## config.mk

```make
export PLATFORM = sky130hd
export DESIGN_NAME = mvu_pe_popcount_acc_flat
export DESIGN_NICKNAME = d
export VERILOG_FILES = /design/src/rtl/mvu_pe_pkg.sv /design/src/rtl/mvu_pe_popcount_acc_if.sv /design/src/rtl/mvu_pe_popcount.sv /design/src/rtl/mvu_pe_popcount_acc.sv /design/src/flat_wrapper.sv
export SDC_FILE = /design/constraint.sdc
export NUM_CORES = 1
export LEC_CHECK = 0
export CAP_MARGIN = 10
export CORE_UTILIZATION = 35
export CTS_CLUSTER_DIAMETER = 60
export DETAILED_ROUTE_END_ITERATION = 7
export GPL_ROUTABILITY_DRIVEN = 0
export PLACE_DENSITY = 0.74
export SLEW_MARGIN = 0
export SYNTH_ARGS = -nofsm -noshare
export SYNTH_HDL_FRONTEND = slang
export SYNTH_HIERARCHICAL = 1
export SYNTH_SLANG_ARGS = --single-unit
export TNS_END_PERCENT = 30
```

## constraint.sdc

```tcl
create_clock -name aclk -period 2.8 [get_ports aclk]
set_input_delay 0.56 -clock aclk [delete_from_list [all_inputs] [get_ports aclk]]
set_output_delay 0.56 -clock aclk [all_outputs]
set_load 0.05 [all_outputs]
```

## src/rtl/mvu_pe_pkg.sv

```systemverilog
// mvu_pe_pkg: shared widths, product vector type and parameter checks for the PE popcount stage
package mvu_pe_pkg;
  localparam int SIMD_DEF = 4;
  localparam int TDSTI_DEF = 4;
  typedef logic [SIMD_DEF*TDSTI_DEF-1:0] prod_vec_t;
  function automatic int acc_width(int simd, int sf);
    return $clog2(simd * sf + 1);
  endfunction
  function automatic bit params_ok(int simd, int sf, int taccw);
    return simd >= 1 && sf >= 1 && taccw >= acc_width(simd, sf);
  endfunction
endpackage

```

## src/rtl/mvu_pe_popcount_acc_if.sv

```systemverilog
// mvu_pe_popcount_acc_if: product-vector input stream and popcount result stream
interface mvu_pe_popcount_acc_if #(
  parameter int SIMD = 4,
  parameter int TDstI = 4,
  parameter int TAccW = 6
);
  logic in_v;
  logic in_rdy;
  logic [SIMD*TDstI-1:0] in_prod;
  logic out_v;
  logic out_rdy;
  logic [TAccW-1:0] out_dat;
  modport master (output in_v, in_prod, out_rdy, input in_rdy, out_v, out_dat);
  modport slave (input in_v, in_prod, out_rdy, output in_rdy, out_v, out_dat);
endinterface

```

## src/rtl/mvu_pe_popcount.sv

```systemverilog
// mvu_pe_popcount: counts the product bit (bit 0) of each SIMD lane
module mvu_pe_popcount #(
  parameter int SIMD = 4,
  parameter int TDstI = 4,
  parameter int CW = $clog2(SIMD + 1)
) (
  input  logic [SIMD*TDstI-1:0] prod,
  output logic [CW-1:0] cnt
);
  logic unused_upper;
  assign unused_upper = ^prod;
  // sum bit 0 of every lane; upper lane bits carry no product
  always_comb begin
    cnt = '0;
    for (int i = 0; i < SIMD; i++) cnt = cnt + CW'(prod[i*TDstI]);
  end
endmodule

```

## src/rtl/mvu_pe_popcount_acc.sv

```systemverilog
// mvu_pe_popcount_acc: accumulates XNOR popcounts over one synapse fold and emits the dot product
module mvu_pe_popcount_acc
  import mvu_pe_pkg::*;
#(
  parameter int SIMD = 4,
  parameter int TDstI = 4,
  parameter int SF = 8,
  parameter int TAccW = acc_width(SIMD, SF)
) (
  input logic aclk,
  input logic rst,
  mvu_pe_popcount_acc_if.slave s
);
  localparam int CW = $clog2(SIMD + 1);
  localparam int SW = SF > 1 ? $clog2(SF) : 1;
  if (!params_ok(SIMD, SF, TAccW)) begin : g_bad_params
    $error("mvu_pe_popcount_acc: need SIMD>=1, SF>=1, TAccW>=acc_width(SIMD,SF)");
  end
  logic [CW-1:0] cnt;
  logic [SW-1:0] sf_cnt;
  logic [TAccW-1:0] acc, sum;
  logic last, take;
  mvu_pe_popcount #(.SIMD(SIMD), .TDstI(TDstI)) u_pc (.prod(s.in_prod), .cnt(cnt));
  // only the final beat of a fold waits for room in the result register
  always_comb begin
    last = sf_cnt == SW'(SF - 1);
    s.in_rdy = !last || !s.out_v || s.out_rdy;
    take = s.in_v && s.in_rdy;
    sum = (sf_cnt == '0 ? '0 : acc) + TAccW'(cnt);
  end
  // fold counter, running sum and result register; a drain and a new load may coincide
  always_ff @(posedge aclk) begin
    if (rst) begin
      sf_cnt <= '0;
      acc <= '0;
      s.out_v <= 1'b0;
      s.out_dat <= '0;
    end else begin
      if (take) begin
        sf_cnt <= last ? '0 : sf_cnt + SW'(1);
        acc <= sum;
      end
      if (take && last) s.out_dat <= sum;
      s.out_v <= (take && last) || (s.out_v && !s.out_rdy);
    end
  end
endmodule
```

## src/flat_wrapper.sv

```systemverilog
// flat-port wrapper written by rule: the top's interface ports become plain ports
module mvu_pe_popcount_acc_flat import mvu_pe_pkg::*;
#(
  parameter int SIMD = 4,
  parameter int TDstI = 4,
  parameter int SF = 8,
  parameter int TAccW = acc_width(SIMD, SF)
)
  (aclk, rst, s_in_v, s_in_prod, s_out_rdy, s_in_rdy, s_out_v, s_out_dat);
  mvu_pe_popcount_acc_if #(.SIMD(SIMD), .TDstI(TDstI), .TAccW(TAccW)) s_i ();
  input logic aclk;
  input logic rst;
  input wire logic [$bits(s_i.in_v)-1:0] s_in_v;
  input wire logic [$bits(s_i.in_prod)-1:0] s_in_prod;
  input wire logic [$bits(s_i.out_rdy)-1:0] s_out_rdy;
  output wire logic [$bits(s_i.in_rdy)-1:0] s_in_rdy;
  output wire logic [$bits(s_i.out_v)-1:0] s_out_v;
  output wire logic [$bits(s_i.out_dat)-1:0] s_out_dat;
  assign s_i.in_v = s_in_v;
  assign s_i.in_prod = s_in_prod;
  assign s_i.out_rdy = s_out_rdy;
  assign s_in_rdy = s_i.in_rdy;
  assign s_out_v = s_i.out_v;
  assign s_out_dat = s_i.out_dat;
  mvu_pe_popcount_acc #(.SIMD(SIMD), .TDstI(TDstI), .SF(SF), .TAccW(TAccW)) u_core (.aclk(aclk), .rst(rst), .s(s_i));
endmodule
```

# After elaboration in Yosys (flattened, before gate mapping)
# Index checks and enable logic that the tools add are counted.
dict set report word_totals {
  ff_bits 16
  out_inout_bits 8
  rom_bits 0
  mem_bits_rw 0
  latchBits 0
  input_bits 20
  mem_count 0
  wordCells 22
}
dict set report classes {
  reduce_logical 10
  multipliers 0
  add_sub_neg 5
  div_mod_pow 0
  n_eq_ne 1
  n_lt_le_gt_ge 0
  mux 2
  shifts 0
  bitwise_logic 0
}
# operator n
set op_table {}
lappend op_table {{$add A6 B3 Y6} 1}
lappend op_table {{$mux W6} 1}
lappend op_table {{$add A2 B1 Y3} 1}
lappend op_table {{$add A3 B1 Y3} 1}
lappend op_table {{$add A3 B1 Y3 const B} 1}
lappend op_table {{$eq A3 B3 Y1 const B} 1}
lappend op_table {{$logic_and A1 B1 Y1} 3}
lappend op_table {{$logic_not A1 Y1} 3}
lappend op_table {{$logic_not A3 Y1} 1}
lappend op_table {{$logic_or A1 B1 Y1} 3}
lappend op_table {{$mux W3} 1}
lappend op_table {{$add A1 B1 Y2} 1}

# Depth between registers and ports, before layout
dict set report depth {
  ltp_word 7
  ltp_mapped 11
  ltp_nobuf 10
}

# By module
# Netlist, hierarchy kept.
# mod seq_area_each_um2 cells_per_inst n_inst area_each_um2
set modules_own_cells {}
lappend modules_own_cells {mvu_pe_popcount_acc 320.3 98 1 867.1}
lappend modules_own_cells {mvu_pe_popcount 0.0 8 1 63.8}

# Worst setup path before layout
# No wires, ideal clock.
dict set report synth_timing {
  kind {input port to flip-flop}
  from {input port s_in_prod[0]}
  to {register u_core.s.out_dat[4]}
  stages 10
  path_slack_ps -41
  n_path_buf 0
  t_arrival_ps 2719
  setup_ps 122
  required_time_ps 2678
  path_cell_list {inv_1 fa_1 inv_1 ha_1 ha_1 fa_1 a21o_2 and4b_1 a211oi_1 nor3_1}
}
dict set report synth_between {
  elab_chain_cells 4
}
# element line
set synth_rtl {}
lappend synth_rtl {{start: declaration} flat_wrapper.sv:14} ;# input wire logic [$bits(s_i.in_prod)-1:0] s_in_prod;
lappend synth_rtl {{$add A1 B1 Y2} mvu_pe_popcount.sv:15} ;# for (int i = 0; i < SIMD; i++) cnt = cnt + CW'(prod[i*TDstI]);
lappend synth_rtl {{$add A2 B1 Y3} mvu_pe_popcount.sv:15}
lappend synth_rtl {{$add A3 B1 Y3} mvu_pe_popcount.sv:15}
lappend synth_rtl {{net u_core.cnt[1]} mvu_pe_popcount_acc.sv:19} ;# logic [CW-1:0] cnt;
lappend synth_rtl {{$add A6 B3 Y6} mvu_pe_popcount_acc.sv:29} ;# sum = (sf_cnt == '0 ? '0 : acc) + TAccW'(cnt);
lappend synth_rtl {{end signal: assignment} mvu_pe_popcount_acc.sv:43} ;# if (take && last) s.out_dat <= sum;
lappend synth_rtl {{end: declaration} mvu_pe_popcount_acc_if.sv:14} ;# modport slave (input in_v, in_prod, out_rdy, output in_rdy, out_v, out_dat);
# The timed path passes the listed nets, and every way through them passes these cells.
# A chain may end at the register's enable or synchronous reset.

# Worst setup path in the final report
dict set report layout_timing {
  from {input port s_in_prod[12]}
  to {register u_core.s.out_dat[4]}
}
dict set report layout_between {
  elab_chain_cells 2
}
# element line
set layout_rtl {}
lappend layout_rtl {{$add A3 B1 Y3} mvu_pe_popcount.sv:15}
lappend layout_rtl {{net u_core.cnt[1]} mvu_pe_popcount_acc.sv:19}
lappend layout_rtl {{$add A6 B3 Y6} mvu_pe_popcount_acc.sv:29}
# The timed path passes the listed nets, and every way through them passes these cells.

==> results by stage <==
Outcome:
- The flow ran to the end, and the final reports show no timing, DRC or antenna violations.

Logic synthesis:
- In this run, synthesis produced a sequential element count of 16.
- The instance count of the mapped netlist is 106.
- The fraction of registers with async set/reset is 0.
- Of the post-synthesis cell area, the dominant cell type holds 0.3441.
- The most common flop cell mapped by yosys is dfxtp_1.
- Ranked by total cell area, the synthesized netlist is headed by dfxtp_1 34%, ha_1 11%, a21oi_1 5.4%.
- The average instance in the mapped netlist occupies 8.782 sq um.
- The number of distinct library cells after synthesis is 35.
- The sequential element share of the synthesized area is 0.3441.
- The netlist area before placement is 930.9 sq um.
- The net count of the mapped netlist is 136.
- The synthesized design spends more area on one cell type than any other, namely dfxtp_1.
- For this run, the number of Yosys warnings is 6.
- In this run, synthesis inferred 0 flip-flops with an integrated enable.

CTS:
- The number of clock buffers inserted by TritonCTS is 3.
- TritonCTS built the clock tree.
- Hold repair after CTS inserted 0 buffers.
- The deepest clock path buffer count is 2.
- The depth of the CTS H-tree is 1.
- The count of clock tree sinks is 16.
- After clock tree synthesis, the clock-pin slew on the worst setup and hold paths is 0.09 ns.
- Clock tree synthesis selected as its root buffer the cell clkbuf_4.
- The later pin in the worst-skew pair is clocked with a latency of 0.28 ns.

Drt:
- After the first detailed-routing iteration, the DRC count stood at 18.
- Using the TritonRoute via totals, the vias-per-cell ratio works out to 5.153.
- The overall routed net length is 1.929 mm.
- The number of remaining DRC errors is 0.
- The pre-antenna-repair detailed-routing pass consisted of 4 iterations.
- The count of nets left with antenna violations once routing finished came out at 0.
- Summing over every cut layer, the via total after detailed routing is 773.
- After detailed routing, the average wire length per cell comes to 12.86 um.

Floorplan:
- The die is 53.57 um tall.
- The floorplan step defined a die boundary enclosing 0.002870 sq mm.
- The top-level port count is 28.
- The floorplan step defined a core boundary enclosing 0.002500 sq mm.
- The number of cell rows is 18.
- The initial standard-cell utilization of the core is 0.3724.
- The width of the chip is 53.57 um.

Power and ir drop:
- The share of total power dissipated in the clock network is 0.262.
- The power per standard cell area is 385.7 mW/mm^2.
- IR analysis of the VDD net gives a maximum drop of 0.2011 mV.
- Of the total power, combinational logic draws 0.212.
- Total power for the finished layout comes to 452.7 uW.
- The switching power of the nets is 122.7 uW.
- The leakage dissipation is 0.0004335 uW.
- Of the total power, the share spent switching nets is 0.2710.
- Of the total power, registers draw 0.526.
- The internal power is 330.0 uW.

Critical path:
- The endpoint class of the critical path is a flip-flop.
- By startpoint and endpoint, the worst setup path is classified as input port to flip-flop.
- The data arrival time of the worst path is 2.86 ns.
- The slowest library cell on the worst path is fa_1.
- Traced cell by cell, the critical path runs through dlygate4sd2_1, inv_1, fa_1, inv_1, ha_2, ha_4, fa_2, a21o_4, and4b_1, a211oi_2, nor3_1.
- The kind of cell adding the most delay to the critical path is adder cells.
- The data required time of the worst path is 2.95 ns.
- Counting both buffers and inverters, the worst setup path holds a total of 3.
- The cell with the most instances on the worst path is inv_1.
- The peak per-stage delay on the critical path is 0.53 ns.
- STA classifies the critical path startpoint as an input port.
- Along the worst path, the maximum fanout reaches 3.

Hold path:
- The min-delay analysis places its worst path in the category flip-flop to flip-flop.

Cells and area:
- The area growth from synthesis to layout is 26.08%.
- The library cells used most frequently in the layout, excluding fill and tap cells, are 16 x dfxtp_1, 12 x nand2_1, 11 x clkdlybuf4s50_1, 9 x a21oi_1, 8 x inv_1.
- Counting the fill cells in the layout gives 240.
- The number of antenna diodes in the final layout is 0.
- The leading cell type in the layout, fill and taps excluded is dfxtp_1.
- The final net count is 152.
- The area taken by multi-input logic gates is 604.3 sq um.
- In the final layout, flip-flops and latches occupy 320.3 sq um.
- The share of layout cells above drive strength 1 is 0.1667.

Timing:
- Hold timing on the final database bottoms out at a slack of 0.4570 ns.
- Setup repair after global routing left no endpoint under its margin.
- The final setup violation count is 0.
- Headroom to the max-slew limit came out at 0.5858.
- The count of pins over their slew limit came to 0.
- On the final layout, the worst clock skew is 0.0007581 ns.
- For the pin with the worst max-slew slack, the measured transition is 0.6194 ns.
- The routed design could run at a clock period as short as 2.708 ns.
- The final sum of negative setup slack is 0 ns.
- The hold violation total from the final report is 0.
- Of the available clock period, the critical path in the final layout requires 0.9671.
- Based on the critical path, the design can be clocked at up to 0.3693 GHz.

Place:
- The HPWL after detailed placement is 1.327 mm.
- The count of buffers inserted at the top-level ports is 15.

Global routing:
- The total overflow left after global routing is 0.
- Entering global routing, the biggest net connects 18 pins.
- The number of antenna violations at the first check in global routing came to 0.
- The first global-routing pass estimated 2.994 mm of wire.
- The total routing usage reported by global routing is 0.1477.
- The via count of the first global-routing pass is 732.

Run:
- Across the run, the number of max-cap violations was 0.
==> stage by stage <==
stage	setup slack (ns)	utilization	area, sq um	instances
6_report	0.09202	0.4695	1174	150
5_1_grt	0.02479	0.4695	1174	150
4_1_cts	0.06814	0.4655	1164	150
3_5_place_dp	-0.5892	0.4324	1081	147
3_3_place_gp	-0.5649	0.4324	1081	147
2_1_floorplan	0.01360	-	933.4	106
==> synth_stat cells, types with 3 or more instances <==
cell	count
a211oi_1	3
a21o_2	3
a21oi_1	10
a31oi_1	3
and2_1	3
dfxtp_1	16
ha_1	8
inv_1	8
nand2_1	12
nand2b_1	3
nand3_1	3
nor2_1	7
==> power groups by stage <==
stage | logic, uW | registers (uW) | clock network (uW)
after global placement | 76.1 | 243 | 0
after global routing | 107 | 239 | 136
final | 95.9 | 238 | 119
after floorplan | 58.3 | 242 | 0
after CTS | 91.4 | 238 | 127
after detailed placement | 78.4 | 244 | 0
==> kinds of logic after synthesis <==
kind of cell / after synthesis / share of synthesized area
buf+inv: 14 / 0.08871
compound gates: 25 / 0.1855
xor+xnor: 1 / 0.009410
fa+ha+maj: 10 / 0.1505
mux: 1 / 0.01075
flops: 16 / 0.3441
simple gates: 39 / 0.2110
==> per-layer routing <==
layer | part of all wire | track usage | wire length (um) | vias to the layer above
li1 | - | - | - | 396
met2 | 0.53 | 0.2583 | 1021 | 13
met5 | 0 | 0 | 0 | -
met4 | 0.013 | 0.1053 | 25 | 0
met1 | 0.42 | 0.1595 | 819 | 360
met3 | 0.033 | 0.02542 | 63 | 4
==> path summary, 6_finish.rpt <==
path,start,endpoint,slack (ns),depth (start not counted)
min reg2reg,u_core/acc[0],u_core/acc[0],0.46,2
min,u_core/acc[0],u_core/acc[0],0.46,2
max,s_in_prod[12],u_core/s.out_dat[4],0.09,11
max reg2reg,u_core/sf_cnt[0],u_core/s.out_dat[4],0.40,10
==> flip-flops by register name, summed over array words and instances, names as in the netlist <==
signal            cells
u_core/sf_cnt         3
u_core/s.out_v        1
u_core/s.out_dat      6
u_core/acc            6
==> area by class of cell <==
class,instances,area share
Multi-Input combinational cell,76,0.5149
Tap cell,30,0.03198
Clock buffer,3,0.01919
Inverter,8,0.02559
Sequential cell,16,0.2729
Timing Repair Buffer,17,0.1354
==> tightest hold or removal path: stages (launching register included) <==
cell	delay, ns
dfxtp_1	0.32
nand2_1	0.05
a21oi_1	0.05
==> timing repair <==
item                                    4_1_cts  5_1_grt
setup buffers                                 0        0
gates resized for setup                      11        2
pin swaps                                     7        3
hold endpoints to repair                      0        0
endpoints found under the setup margin        8        3
No activity file was read; power rests on OpenSTA's default activity.
==> RTL change: new RTL, same flow settings <==
`SIMD` is set to 4 in 4 places; all go to 16.
--- a/src/rtl/mvu_pe_popcount_acc_if.sv
+++ b/src/rtl/mvu_pe_popcount_acc_if.sv
@@ -1,5 +1,5 @@
 // mvu_pe_popcount_acc_if: product-vector input stream and popcount result stream
 interface mvu_pe_popcount_acc_if #(
-  parameter int SIMD = 4,
+  parameter int SIMD = 16,
   parameter int TDstI = 4,
   parameter int TAccW = 6
--- a/src/rtl/mvu_pe_popcount.sv
+++ b/src/rtl/mvu_pe_popcount.sv
@@ -1,5 +1,5 @@
 // mvu_pe_popcount: counts the product bit (bit 0) of each SIMD lane
 module mvu_pe_popcount #(
-  parameter int SIMD = 4,
+  parameter int SIMD = 16,
   parameter int TDstI = 4,
   parameter int CW = $clog2(SIMD + 1)
--- a/src/rtl/mvu_pe_popcount_acc.sv
+++ b/src/rtl/mvu_pe_popcount_acc.sv
@@ -3,5 +3,5 @@
   import mvu_pe_pkg::*;
 #(
-  parameter int SIMD = 4,
+  parameter int SIMD = 16,
   parameter int TDstI = 4,
   parameter int SF = 8,
--- a/src/flat_wrapper.sv
+++ b/src/flat_wrapper.sv
@@ -2,5 +2,5 @@
 module mvu_pe_popcount_acc_flat import mvu_pe_pkg::*;
 #(
-  parameter int SIMD = 4,
+  parameter int SIMD = 16,
   parameter int TDstI = 4,
   parameter int SF = 8,
Interface: changed (resized s_in_prod and s_out_dat); port bits go from 28 to 78. No check against the original RTL was run, so the function may have changed too.
==> RTL change against the original RTL <==
- the flow now finishes with violations (negative setup slack)
- routed wire length rose by 63%
- worst setup slack got worse by 1900 ps
- sequential share of layout area fell by 8.9 points
- clock power rose by 150%
- final area rose by 85%
- sequential cell count rose by 4
- total power rose to 3.7 times the old value
- area after synthesis rose by 62%
- largest cell class unchanged
- largest power group is now combinational cells
- highest routed layer unchanged
==> RTL change: results (changes against the original RTL) <==
metric,value,unit,change
drt_wl_total,3140,um,was 1930 um
drive_above_1_share,30.7,%,was 16.7%
ys_top_cells_by_area,"dfxtp_1, fa_1, ha_1",,"was dfxtp_1, ha_1, a21oi_1"
fin_nets,311,,was 152
yosys-top-cells-count,"inv_1, dfxtp_1, ha_1, nand2_1, nor2_1",,"was dfxtp_1, nand2_1, a21oi_1"
dr.pass1.iters,4,,unchanged
ir_drop,0.340,mV,was 0.201 mV
grt_pass1_vias,1216,,was 732
setup_slack,-1810,ps,was 92.0 ps
synth-main-ff-cell,dfxtp_1,,unchanged
violations,negative setup slack,,
port_buffers,29,,was 15
finalSetupTns,-23580,ps,was 0 ps
hpwl,2200,um,was 1330 um
max_stage_delay,550,ps,was 530 ps
synth-seq-area-share,26.5,%,was 34.4%
ys_warn_count,6,,unchanged
worstPathMaxFanout,4,,was 3
p_leak,0.977,nW,was 0.434 nW
fin_skew,2.36,ps,was 0.758 ps
insertion_delay,260,ps,was 280 ps
synth.distinct_cells,41,,was 35
pre_cts_slack,-2510,ps,was -589 ps
grt_max_degree,24,,was 18
status,"complete, but fails checks",,was finished clean
grt_pass1_wl,5040,um,was 2990 um
worstPathArrival,4790,ps,was 2860 ps
syn_nets,265,,was 136
fill_cells,369,,was 240
num_vias,1298,,was 773
top_regs,"u_core/acc: 8 flops, u_core/s.out_dat: 8 flops, u_core/sf_cnt: 3 flops",,"was u_core/acc: 6 flops, u_core/s.out_dat: 6 flops, u_core/sf_cnt: 3 flops"
path_delay_family,adder cells,,unchanged
drtIter0Drc,68,,was 18
max_slew.worst_pin.slew,802,ps,was 619 ps
root_buffer,clkbuf_8,,was clkbuf_4
setup_viol,16,,was 0
globalRouteTotalUtil,14.3,%,was 14.8%
## RTL change: cell types whose count changed after synthesis, moves of 4 or more
cell	delta
a21o_1	+4
dfxtp_1	+4
fa_1	+9
ha_1	+5
inv_1	+25
nor2_1	+5
## RTL change: final timing paths
kind | from | endpoint | slack [ps] | cells after the start
hold reg to reg | u_core/s.out_dat[2]$_SDFFE_PP0P_ | u_core/s.out_dat[2]$_SDFFE_PP0P_ | 470 | 2
hold / removal | u_core/s.out_dat[2]$_SDFFE_PP0P_ | u_core/s.out_dat[2]$_SDFFE_PP0P_ | 470 | 2
setup reg to reg | u_core/sf_cnt[0]$_SDFFE_PP0N_ | u_core/acc[6]$_SDFFE_PP0N_ | 270 | 12
setup / recovery | s_in_prod[52] | u_core/acc[5]$_SDFFE_PP0N_ | -1810 | 19
## RTL change: worst register-to-register path, delay by kind of cell, from the launching register on
family,cells,cell delay [ps]
AOI/OAI and AO/OA,3,400
buffers and inverters,3,190
DFF,1,340
and+or+nand+nor,3,770
adders and majority gates,3,740
## RTL change: cell type report
class / count / area share, %
clock inverter: 1 / 1.38
clock buffer: 3 / 1.90
tap: 50 / 2.88
timing repair buffer: 47 / 19.0
inverter: 33 / 6.27
multi-input combinational: 114 / 50.1
sequential: 20 / 18.4
## RTL change: kinds of logic after synthesis
logic type,count (synthesis),share of synthesized area [%]
flops,20,26.5
simple gates,48,16.1
mux,4,2.65
fa+ha+maj,24,25.4
xor+xnor,5,2.90
compound gates,33,16.6
buf+inv,39,9.87
## RTL change: layer usage
layer	GRT usage, %	vias up	routed length (um)
met5	0	-	0
met4	1.60	0	21
met3	3.55	2	91
met2	25.0	17	1550
met1	18.2	620	1480
li1	-	659	-
## RTL change: what timing repair did
item,4_1_cts,5_1_grt
hold buffers,0,0
pin swaps,19,32
setup buffers,3,8
endpoints found under the setup margin,16,16
resized for setup,41,23
## RTL change: through the flow
stage / instance area (um2) / util [%] / total power, mW / instances
final: 2170 / 53.6 / 1.69 / 268
after global routing: 2170 / 53.6 / 1.81 / 268
after CTS: 2040 / 50.4 / 1.51 / 262
after detailed placement: 1930 / 47.6 / 1.10 / 255
after global placement: 1930 / 47.6 / 1.09 / 255
after floorplan: 1540 / - / 0.895 / 173
## RTL change: where the power goes
part           leakage, nW  switching (mW)  internal [mW]
Sequential           0.162          0.0129          0.310
Combinational        0.779           0.516          0.555
Clock               0.0357           0.102          0.191
